$ cat src/rtl/serial_operand_sequencer_if.sv
// ============================================================================
// Module      : serial_operand_sequencer_if
// Description : Operation, serial-ALU and result signals of the sequencer.
// Revision    : 1.0 - initial release
// ============================================================================
`default_nettype none

interface serial_operand_sequencer_if;
    logic        op_valid;
    logic        op_ready;
    logic [31:0] op_a;
    logic [31:0] op_b;
    logic [3:0]  op_func;
    logic [5:0]  bit_pos;
    logic [3:0]  alu_func;
    logic        alu_op_a;
    logic        alu_op_b;
    logic        alu_carry_in;
    logic        alu_rst;
    logic        alu_result;
    logic        alu_slt;
    logic        res_valid;
    logic        res_ready;
    logic [31:0] res_data;

    // Sequencer side
    modport slave (
        input  op_valid, op_a, op_b, op_func, alu_result, alu_slt, res_ready,
        output op_ready, bit_pos, alu_func, alu_op_a, alu_op_b, alu_carry_in,
        output alu_rst, res_valid, res_data
    );

    // Environment side: requester, serial ALU and result consumer
    modport master (
        output op_valid, op_a, op_b, op_func, alu_result, alu_slt, res_ready,
        input  op_ready, bit_pos, alu_func, alu_op_a, alu_op_b, alu_carry_in,
        input  alu_rst, res_valid, res_data
    );
endinterface

`default_nettype wire

$ cat src/rtl/serial_operand_sequencer.sv
// ============================================================================
// Module      : serial_operand_sequencer
// Description : Feeds two 32-bit operands LSB-first to a bit-serial ALU and
//               reassembles the result. Optional abort input: SERIAL_SEQ_ABORT_EN.
// Revision    : 1.0 - initial release
// ============================================================================
`default_nettype none

module serial_operand_sequencer (
    input  logic clk,
    input  logic rst_n,
`ifdef SERIAL_SEQ_ABORT_EN
    input  logic abort,
`endif
    serial_operand_sequencer_if.slave bus
);

    localparam logic [2:0] S_IDLE  = 3'd0;
    localparam logic [2:0] S_CLR   = 3'd1;
    localparam logic [2:0] S_SHIFT = 3'd2;
    localparam logic [2:0] S_CMP   = 3'd3;
    localparam logic [2:0] S_DONE  = 3'd4;

    logic [2:0]  r_state;
    logic [31:0] r_op_a;
    logic [31:0] r_op_b;
    logic [31:0] r_res_data;
    logic [3:0]  r_func;
    logic [5:0]  r_bit_pos;

    logic w_accept;
    logic w_is_cmp;
    logic w_last_bit;
    logic w_abort;

`ifdef SERIAL_SEQ_ABORT_EN
    assign w_abort = abort;
`else
    assign w_abort = 1'b0;
`endif

    assign w_accept   = bus.op_valid && (r_state == S_IDLE);
    assign w_is_cmp   = (r_func[2:1] == 2'b01);
    assign w_last_bit = (r_bit_pos == 6'd31);

    always_ff @(posedge clk or negedge rst_n) begin
        if (!rst_n) begin
            r_state    <= S_IDLE;
            r_op_a     <= 32'd0;
            r_op_b     <= 32'd0;
            r_res_data <= 32'd0;
            r_func     <= 4'd0;
            r_bit_pos  <= 6'd0;
        end else if (w_abort) begin
            r_state   <= S_IDLE;
            r_bit_pos <= 6'd0;
        end else begin
            case (r_state)
                S_IDLE: begin
                    if (w_accept) begin
                        r_op_a  <= bus.op_a;
                        r_op_b  <= bus.op_b;
                        r_func  <= bus.op_func;
                        r_state <= S_CLR;
                    end
                end
                S_CLR: begin
                    r_bit_pos <= 6'd0;
                    r_state   <= S_SHIFT;
                end
                S_SHIFT: begin
                    r_op_a     <= {1'b0, r_op_a[31:1]};
                    r_op_b     <= {1'b0, r_op_b[31:1]};
                    r_res_data <= {bus.alu_result, r_res_data[31:1]};
                    if (w_last_bit) begin
                        // Compares need one extra cycle for the ALU to settle its verdict
                        if (w_is_cmp) begin
                            r_bit_pos <= 6'd32;
                            r_state   <= S_CMP;
                        end else begin
                            r_bit_pos <= 6'd0;
                            r_state   <= S_DONE;
                        end
                    end else begin
                        r_bit_pos <= r_bit_pos + 6'd1;
                    end
                end
                S_CMP: begin
                    r_res_data <= {31'd0, bus.alu_slt};
                    r_bit_pos  <= 6'd0;
                    r_state    <= S_DONE;
                end
                S_DONE: begin
                    if (bus.res_ready) begin
                        r_state <= S_IDLE;
                    end
                end
                default: begin
                    r_state   <= S_IDLE;
                    r_bit_pos <= 6'd0;
                end
            endcase
        end
    end

    assign bus.op_ready     = (r_state == S_IDLE);
    assign bus.res_valid    = (r_state == S_DONE);
    assign bus.res_data     = r_res_data;
    assign bus.alu_rst      = (r_state == S_CLR);
    assign bus.alu_func     = r_func;
    assign bus.bit_pos      = r_bit_pos;
    assign bus.alu_op_a     = (r_state == S_SHIFT) && r_op_a[0];
    assign bus.alu_op_b     = (r_state == S_SHIFT) && r_op_b[0];
    assign bus.alu_carry_in = r_func[3] && (r_state == S_SHIFT) && (r_bit_pos == 6'd0);

endmodule

`default_nettype wire

$ cat src/flat_wrapper.sv
// flat-port wrapper written by rule: the top's interface ports become plain ports
module serial_operand_sequencer_flat 
  (clk, rst_n, bus_op_valid, bus_op_a, bus_op_b, bus_op_func, bus_alu_result, bus_alu_slt, bus_res_ready, bus_op_ready, bus_bit_pos, bus_alu_func, bus_alu_op_a, bus_alu_op_b, bus_alu_carry_in, bus_alu_rst, bus_res_valid, bus_res_data);
  serial_operand_sequencer_if bus_i ();
  input  logic clk;
  input  logic rst_n;
  input wire logic [$bits(bus_i.op_valid)-1:0] bus_op_valid;
  input wire logic [$bits(bus_i.op_a)-1:0] bus_op_a;
  input wire logic [$bits(bus_i.op_b)-1:0] bus_op_b;
  input wire logic [$bits(bus_i.op_func)-1:0] bus_op_func;
  input wire logic [$bits(bus_i.alu_result)-1:0] bus_alu_result;
  input wire logic [$bits(bus_i.alu_slt)-1:0] bus_alu_slt;
  input wire logic [$bits(bus_i.res_ready)-1:0] bus_res_ready;
  output wire logic [$bits(bus_i.op_ready)-1:0] bus_op_ready;
  output wire logic [$bits(bus_i.bit_pos)-1:0] bus_bit_pos;
  output wire logic [$bits(bus_i.alu_func)-1:0] bus_alu_func;
  output wire logic [$bits(bus_i.alu_op_a)-1:0] bus_alu_op_a;
  output wire logic [$bits(bus_i.alu_op_b)-1:0] bus_alu_op_b;
  output wire logic [$bits(bus_i.alu_carry_in)-1:0] bus_alu_carry_in;
  output wire logic [$bits(bus_i.alu_rst)-1:0] bus_alu_rst;
  output wire logic [$bits(bus_i.res_valid)-1:0] bus_res_valid;
  output wire logic [$bits(bus_i.res_data)-1:0] bus_res_data;
  assign bus_i.op_valid = bus_op_valid;
  assign bus_i.op_a = bus_op_a;
  assign bus_i.op_b = bus_op_b;
  assign bus_i.op_func = bus_op_func;
  assign bus_i.alu_result = bus_alu_result;
  assign bus_i.alu_slt = bus_alu_slt;
  assign bus_i.res_ready = bus_res_ready;
  assign bus_op_ready = bus_i.op_ready;
  assign bus_bit_pos = bus_i.bit_pos;
  assign bus_alu_func = bus_i.alu_func;
  assign bus_alu_op_a = bus_i.alu_op_a;
  assign bus_alu_op_b = bus_i.alu_op_b;
  assign bus_alu_carry_in = bus_i.alu_carry_in;
  assign bus_alu_rst = bus_i.alu_rst;
  assign bus_res_valid = bus_i.res_valid;
  assign bus_res_data = bus_i.res_data;
  serial_operand_sequencer u_core (.clk(clk), .rst_n(rst_n), .bus(bus_i));
endmodule
$ cat config.mk
export PLATFORM = sky130hd
export DESIGN_NAME = serial_operand_sequencer_flat
export DESIGN_NICKNAME = d
export VERILOG_FILES = /design/src/rtl/serial_operand_sequencer_if.sv /design/src/rtl/serial_operand_sequencer.sv /design/src/flat_wrapper.sv
export SDC_FILE = /design/constraint.sdc
export NUM_CORES = 1
export LEC_CHECK = 0
export CORE_ASPECT_RATIO = 0.8
export CORE_UTILIZATION = 44
export CTS_CLUSTER_SIZE = 24
export DETAILED_ROUTE_END_ITERATION = 7
export PLACE_DENSITY = 0.76
export SLEW_MARGIN = 20
export SYNTH_ARGS = -nofsm -noshare
export SYNTH_HDL_FRONTEND = slang
export SYNTH_SLANG_ARGS = --single-unit
export TNS_END_PERCENT = 50
$ cat constraint.sdc
create_clock -name clk -period 1.5 [get_ports clk]
set_clock_uncertainty 0.2 [all_clocks]
set_input_delay 0.15 -clock clk [delete_from_list [all_inputs] [get_ports clk]]
set_output_delay 0.15 -clock clk [all_outputs]
set_load 0.01 [all_outputs]
# After elaboration in Yosys (flattened, before gate mapping)
# Index checks and enable logic that the tools add are counted.
# totals
elab_cells,42
out_inout_bits,48
input_bits,74
ff_bits,109
# op_classes
eq_ne,9
n_reduce_logical,13
n_addsub,1
mux,13
# ops
op,n
$pmux W32 S2,3
$mux W32,2
$pmux W3 S5,1
$mux W3,4
$mux W6,2
$pmux W6 S2,1
$add A6 B1 Y6 const B,1
$eq A3 B2 Y1 const B,2
$eq A6 B5 Y1 const B,1
$logic_not A6 Y1,1
$logic_and A1 B1 Y1,5
$ne A2 B1 Y1 const B,2
$reduce_and A2 Y1,2
$reduce_bool A2 Y1,2
$eq A3 B1 Y1 const B,1
$eq A3 B3 Y1 const B,1
$logic_not A3 Y1,1
$reduce_and A3 Y1,1
$eq A2 B1 Y1 const B,1
$ne A2 B2 Y1 const B,1
$reduce_or A2 Y1,1

# Logic depth before layout (Yosys ltp)
# Gate-level depths: netlist of the first run.
# logic_depth
ltp_word,4
depth_mapped,7
mapped_depth_nobuf,5

# Worst setup path after synthesis of the first run
# OpenSTA, ideal clock, no wires.
# synth_timing
path_kind,reg2out
start,register u_core.r_state[0]
end,output port bus_alu_carry_in
arrival_time_ns,1.434
slack_ns,-0.284
path_stages_with_launch,5
n_path_buf,2
cell_sequence,dfrtp_1 > buf_2 > or3b_1 > buf_2 > nor4_1
# synth_between
elab_chain_cells,3
# synth_rtl
item,line,text
"start, declared",serial_operand_sequencer.sv:24,logic [2:0] r_state;
"start signal, assigned",serial_operand_sequencer.sv:48,r_state <= S_IDLE;
"start signal, assigned",serial_operand_sequencer.sv:55,r_state <= S_IDLE;
"start signal, assigned",serial_operand_sequencer.sv:64,r_state <= S_CLR;
$eq A3 B2 Y1,serial_operand_sequencer.sv:114,assign bus.alu_carry_in = r_func[3] && (r_state == S_SHIFT) && (r_bit_pos == 6'd0);
$logic_and A1 B1 Y1 (2 in a row),serial_operand_sequencer.sv:114,
"end, declared",flat_wrapper.sv:19,output wire logic [$bits(bus_i.alu_carry_in)-1:0] bus_alu_carry_in;
# No other way between the ends.

# Final worst setup path of the first run
# layout_timing
start,register u_core.r_state[2]
end,register u_core.r_func[0] (netlist: u_core.bus.alu_func[0])
# layout_between
elab_chain_cells,3
# layout_rtl
item,line,text
$logic_not A3 Y1 (*),"serial_operand_sequencer.sv:42, serial_operand_sequencer.sv:58",
$logic_and A1 B1 Y1,serial_operand_sequencer.sv:42,assign w_accept = bus.op_valid && (r_state == S_IDLE);
$reduce_and A2 Y1 (no line) (*),-,
"end signal, assigned",serial_operand_sequencer.sv:63,r_func <= bus.op_func;
"end, declared",serial_operand_sequencer.sv:28,logic [3:0] r_func;
# Every way passes the cells marked *; elsewhere a longest branch is shown, timed or not.
# A chain may end at the register's enable or synchronous reset.

==> results of run 1 <==
-- final timing paths --
kind / startpoint / end / slack (ps) / cells after the start
setup / recovery: u_core.r_state[2]$_DFFE_PN0P_ / u_core.bus.alu_func[0]$_DFFE_PN0P_ / -350 / 5
hold / removal: rst_n / u_core.bus.alu_func[1]$_DFFE_PN0P_ / 90 / 2
setup reg to reg: u_core.r_state[2]$_DFFE_PN0P_ / u_core.bus.alu_func[0]$_DFFE_PN0P_ / -350 / 5
hold reg to reg: u_core.bus.res_data[0]$_DFFE_PN0P_ / u_core.bus.res_data[0]$_DFFE_PN0P_ / 280 / 2
max in group asynchronous: rst_n / u_core.r_op_b[7]$_DFFE_PN0P_ / 490 / 3
min in group clk: bus_res_ready / u_core.r_state[2]$_DFFE_PN0P_ / 220 / 2
-- per-stage QoR --
stage | setup slack (ps) | util | cell area, um2
floorplan | -126 | - | 4770
global placement | -356 | 0.607 | 6290
detailed placement | -371 | 0.607 | 6290
CTS | -318 | 0.647 | 6710
global route | -385 | 0.682 | 7070
finish | -346 | 0.682 | 7070
-- area by class of cell --
class | count | area [um2]
Sequential cell | 109 | 2730
Clock buffer | 9 | 225
Fill cell | 775 | 3300
Multi-Input combinational cell | 273 | 1940
Clock inverter | 7 | 81.3
Timing Repair Buffer | 171 | 1900
Tap cell | 140 | 175
Inverter | 4 | 15.0
-- state kept, by name, summed over array words and instances, names as in the netlist --
name / count
u_core.bus.alu_func: 4
u_core.bus.bit_pos: 6
u_core.bus.res_data: 32
u_core.r_op_a: 32
u_core.r_op_b: 32
u_core.r_state: 3
-- power groups by stage --
| stage | Sequential (W) | Combinational [W] | Clock, W |
|---|---|---|---|
| finish | 0.00474 | 0.00612 | 0.00242 |
| global route | 0.00487 | 0.00667 | 0.00261 |
| CTS | 0.00472 | 0.00523 | 0.00248 |
| detailed placement | 0.00476 | 0.00499 | 0 |
| global placement | 0.00471 | 0.00482 | 0 |
| floorplan | 0.00475 | 0.00315 | 0 |
-- logic make-up (layout without fill, tap and decap cells) --
| family | count (synthesis) | in the layout | share of synthesized area |
|---|---|---|---|
| fa+ha+maj | 2 | 2 | 0.00527 |
| flops | 109 | 109 | 0.574 |
| buf+inv | 34 | 191 | 0.0403 |
| mux | 69 | 69 | 0.146 |
| compound gates | 109 | 109 | 0.145 |
| xor+xnor | 1 | 1 | 0.00184 |
| simple gates | 92 | 92 | 0.0869 |
-- cells in the mapped netlist, types with 2 or more instances --
cell	number	area share
o21ai_1	8	0.0084
a22o_1	32	0.059
nand2_1	67	0.053
nand2b_1	2	0.0026
buf_2	12	0.013
nor2_1	7	0.0055
o21ai_0	60	0.063
nor3b_1	2	0.0032
nand3_1	4	0.0042
dfrtp_1	109	0.57
buf_6	2	0.0047
inv_1	4	0.0032
buf_4	9	0.014
and2_1	2	0.0026
clkbuf_1	7	0.0055
mux2_2	4	0.0095
mux2i_1	65	0.14
o22ai_1	2	0.0026
ha_1	2	0.0053
a21oi_1	2	0.0021
-- worst max-delay path: stages, from the launching register on --
cell and delay, ps:
dfrtp_2 420, buf_6 130, nor3_4 240, nand2_4 200, clkbuf_16 260, mux2_2 280
-- repair_timing --
item                                   4_1_cts  5_1_grt
buffers inserted                             5       11
setup endpoints to repair                  156      152
gates cloned                                 1        5
hold buffers                                 1        0
pin swaps                                    5       16
endpoints found under the hold margin      109        0
resized for setup                           68      101
-- routing by layer --
metal	vias to the layer above	GRT usage	wire length (um)
met1	1802	0.281	5470
li1	1771	-	-
met4	0	0.0534	74
met5	-	0	0
met2	107	0.319	5740
met3	6	0.0664	743
==> results.md, run 1 <==
- Site Rows: 33
- Post-synth cell types: 34
- Synthesized flop and latch total: between 100 and 150
- Hpwl dp: roughly 7.3 mm
- Clk Tree Root Cell: clkbuf_16
- Yosys warning total: 0
- Syn Nets: ~490
- Async set-reset flop share out of synthesis: 1.00
- WP data required: around 1500 ps
- Final net count: 644
- Minimum clock period: 1850 ps
- Die Y: roughly 95 um
- Die W: 118 um
- Hold Slack: 87.9 ps
- Gate power share: 0.461
- Drt total wl: between 10 and 15 mm
- Failing checks: setup timing
- Largest net degree at the start of global routing: 58
- Initial antenna violation count: 0
- Final setup violating endpoints: 113
- Drc violations: 0
- Status: complete, but fails checks
- CTS Buf Count: 9
- Critical path class: flop to flop
- Area Overhead vs Synth: 48.7%
- Pins Over Slew Limit: 0
- Tot Pwr: ~0.013 W
- Gr usage total: 0.206
- CP Launch Type: flop
- Clock sinks: 109
- Leakage power total: between 3 and 4 nW
- Clk pwr share: 0.182
- Post-synth EDFFs: 0
- Most frequent cells in the layout: dfrtp_1 (108), clkdlybuf4s50_1 (72), nand2_1 (67), mux2i_1 (63), o21ai_1 (63)
- Grt ovf: 0
- Worst setup slack after layout: -346 ps
- Crit path DAT: around 1900 ps
- Per-cell routed wire length: approximately 17 um
- Final setup TNS: -27800 ps
- I/O pin cnt: around 120
- CP max FO: 16
- Diodes inserted: 0
- Cells after synthesis: roughly 420
- Core ar.: about 10000 um2
- Tightest Hold Check Type: input port to async pin
- CTS tree: built
- Max_slew headroom: 0.735
- Number of global-route vias before repair: approximately 3600
- # port buffers: between 100 and 150
- Critical path endpoint category: flop
- Post-route insts no fill: 713
- H-tree depth: 3
- Psw: 0.00474 W
- Vias/cell: about 5.2
- Commonest non-fill, non-tap cell in the layout: dfrtp_1
- Antenna Nets Post-Route: 0
- Sequential Power Share: 0.357
- Slew at the pin closest to its max-slew limit: just under 400 ps
- Layout cells sized above 1: 0.173
- Maximum vdd drop: just under 1 mV
- Final period utilization: 1.23
- Synth Cell Area: 4750 um2
- Full die area: around 11000 um2
- FMAX: 0.542 GHz
- Clock Latency Late Sink: approximately 340 ps
- Clock Path Buffers: 2
- Initial Utilization: 0.459
- CTS clk-pin slew, worst paths: roughly 70 ps
- Final Hold Fails: 0
- Max Cap Viol: 0
- First-pass GRT wire length: roughly 18 mm
- Int Pwr: 0.00854 W
- Synth Flop Type: dfrtp_1
- Share of the yosys chip area belonging to registers: 0.574
- Via count: 3686
- Routability Congestion: between 0.7 and 0.8
- Switching part of the total power: 0.357
- RSZ-0062 raised after global routing: true
- PD cells: about 1900 nW/um2
- DRT Pass-1 Iters: 4
- DP Cell Count: about 680
- Iter 0 DRT Violations: between 200 and 250
- Mapped Avg Cell Area: ~11 um2
(Power assumes the default switching activity.)
==> inputs of run 2 (changes only) <==
SLEW_MARGIN = unset   (was 20)
==> results of run 2 <==
No change in the layout: final DEF, timing and power equal those of run 1.
==> inputs of run 3 (changes only) <==
MAX_ROUTING_LAYER = met4   (was unset)
==> run 3 against run 2 <==
  * The flow still finishes with violations (setup timing)
  * Count of clock-buffer cells in the layout is the same
  * Critical path depth is the same
  * Worst hold slack lost 6.5 ps
  * Routed wire length shrank 0.42%
  * Sequential power is essentially flat
==> results.md, run 3 (same netlist as run 1, synthesis figures left out) <==
- Failing checks: setup timing
- Wl on met1: 5.49 mm (+0.49%)
- Final period utilization: 1.22 (-0.00896)
- Die Y: 95.0 um (unchanged)
- Clock Path Buffers: 2 (unchanged)
- Sequential Power Share: 0.357 (about the same)
- # port buffers: 121 (unchanged)
- Site Rows: 33 (unchanged)
- Gr usage total: 0.213 (+0.00615)
- Final Util: 0.682 (unchanged)
- Maximum vdd drop: 0.987 mV (-0.60%)
- Int Pwr: 0.00854 W (about the same)
- Initial Utilization: 0.459 (unchanged)
- Place WS: -371 ps (unchanged)
- Most frequent cells in the layout: dfrtp_1 (108), clkdlybuf4s50_1 (72), nand2_1 (67), mux2i_1 (63), o21ai_1 (62)
- Max_slew headroom: 0.736 (+0.00105)
- Largest net degree at the start of global routing: 58 (unchanged)
- Crit path cell chain: buf_6 -> nor3_4 -> nand2_4 -> clkbuf_16 -> mux2_2
- Number of global-route vias before repair: 3556 (-0.31%)
- CTS tree: built
- CTS clk-pin slew, worst paths: 70 ps (about the same)
- Slew at the pin closest to its max-slew limit: 396 ps (-1.57 ps)
- Tightest Hold Check Type: input port to async pin
- Per-cell routed wire length: 16.8 um (-0.42%)
- Hpwl dp: 7.34 mm (unchanged)
- Worst setup slack after layout: -332 ps (+13.4 ps)
- Area Overhead vs Synth: 48.7% (unchanged)
- Via count: 3706 (+0.54%)
- Commonest non-fill, non-tap cell in the layout: dfrtp_1
- Critical path endpoint category: flop
- Critical path class: flop to flop
- First-pass GRT wire length: 18.0 mm (-0.11%)
- Final Hold Fails: 0 (unchanged)
- Diodes inserted: 0 (unchanged)
- H-tree depth: 3 (unchanged)
- CP Launch Type: flop
- Gate power share: 0.460 (about the same)
- CP max stage delay: 420 ps (about the same)
- Max Cap Viol: 0 (unchanged)
- Core ar.: 10400 um2 (unchanged)
- Crit path DAT: 1860 ps (about the same)
- Final net count: 644 (unchanged)
- Leakage power total: 3.91 nW (about the same)
- WL met3: 767 um (+3.2%)
- Iter 0 DRT Violations: 175 (-17%)
- Grt ovf: 0 (unchanged)
- Vias/cell: 5.20 (+0.54%)
- Switching part of the total power: 0.356 (-0.000659)
- Clk pwr share: 0.183 (about the same)
- Clock Latency Late Sink: 340 ps (about the same)
- Clock sinks: 109 (unchanged)
- Routability Congestion: 0.784 (+1.4%)
- Pins Over Slew Limit: 0 (unchanged)
- Die W: 118 um (unchanged)
- Top Layer Used: met4
- Met2 wire len: 5.57 mm (-3.0%)
- Psw: 0.00472 W (-0.30%)
- Final setup violating endpoints: 113 (unchanged)
- Layout cells sized above 1: 0.173 (unchanged)
- FMAX: 0.546 GHz (+0.73%)
- Clk Tree Root Cell: clkbuf_16
- I/O pin cnt: 122 (unchanged)
- Drc violations: 0 (unchanged)
- PD cells: 1880 nW/um2 (-0.11%)
- Minimum clock period: 1830 ps (-13.4 ps)
- Drt total wl: 12.0 mm (-0.42%)
- Full die area: 11200 um2 (unchanged)
- CTS Buf Count: 9 (unchanged)
- RSZ-0062 raised after global routing: true
- Fillers: 774 (-0.13%)
- Antenna Nets Post-Route: 0 (unchanged)
- CP max FO: 16 (unchanged)
- Critical-path cell with the highest stage delay: dfrtp_2
- WP data required: 1530 ps (about the same)
- DRT Pass-1 Iters: 5 (+1)
- Status: complete, but fails checks
- Initial antenna violation count: 0 (unchanged)
[run 3: cell count changes in the layout (fill, tap and decap cells not counted)]
cell | previous run | this run
o21ai_0 | 3 | 4
o21ai_1 | 63 | 62
[run 3: final cells by class]
| class | instances | area, um2 | area share |
|---|---|---|---|
| Sequential cell | 109 | 2730 | 0.386 |
| Multi-Input combinational cell | 273 | 1940 | 0.275 |
| Timing Repair Buffer | 171 | 1900 | 0.269 |
| Clock buffer | 9 | 225 | 0.0319 |
| Tap cell | 140 | 175 | 0.0248 |
| Clock inverter | 7 | 81.3 | 0.0115 |
| Inverter | 4 | 15.0 | 0.00213 |
[run 3: timing repair]
action,in CTS,in global routing
cloned,1,5
endpoints found under the hold margin,109,0
resized for setup,68,100
setup buffers,5,11
hold buffers,1,0
pin swaps,5,16
endpoints found under the setup margin,156,152
[run 3: through the flow]
step	area, um2	hold slack, ps	cells	power (W)	TNS [ps]
finish	7070	81.3	713	0.0133	-26260
global route	7070	107	713	0.0141	-33190
CTS	6710	83.6	698	0.0124	-28030
detailed placement	6290	-100	675	0.00976	-24380
global placement	6290	-102	675	0.00954	-21490
floorplan	4770	-346	416	0.00791	-5570
[run 3: critical path: cells and delay by family, from the launching register on]
family | cells | cell delay, ps
buf+inv | 2 | 380
flops | 1 | 420
mux | 1 | 280
simple gates | 2 | 440
[run 3: power groups by stage]
stage               clock network (W)  logic, W  registers, W
floorplan                           0   0.00315       0.00475
global placement                    0   0.00482       0.00471
detailed placement                  0   0.00499       0.00476
CTS                           0.00248   0.00523       0.00472
global route                  0.00260   0.00665       0.00487
finish                        0.00243   0.00610       0.00473
[run 3: final timing paths]
check                                                        start                                  to  slack (ps)  depth (start not counted)
worst max-delay path                 u_core.r_state[2]$_DFFE_PN0P_  u_core.bus.alu_func[0]$_DFFE_PN0P_        -330                          5
worst min-delay path                                         rst_n  u_core.bus.alu_func[1]$_DFFE_PN0P_          80                          2
worst max register to register       u_core.r_state[2]$_DFFE_PN0P_  u_core.bus.alu_func[0]$_DFFE_PN0P_        -330                          5
worst min register to register  u_core.bus.res_data[0]$_DFFE_PN0P_  u_core.bus.res_data[0]$_DFFE_PN0P_         280                          2
max in group asynchronous                                    rst_n        u_core.r_op_b[7]$_DFFE_PN0P_         480                          3
min in group clk                                     bus_res_ready       u_core.r_state[2]$_DFFE_PN0P_         220                          2
[run 3: metal layers]
layer,GRT usage,up-vias
met5,-,-
met4,0.0534,0
met3,0.0604,18
met2,0.317,122
met1,0.286,1792
li1,-,1774
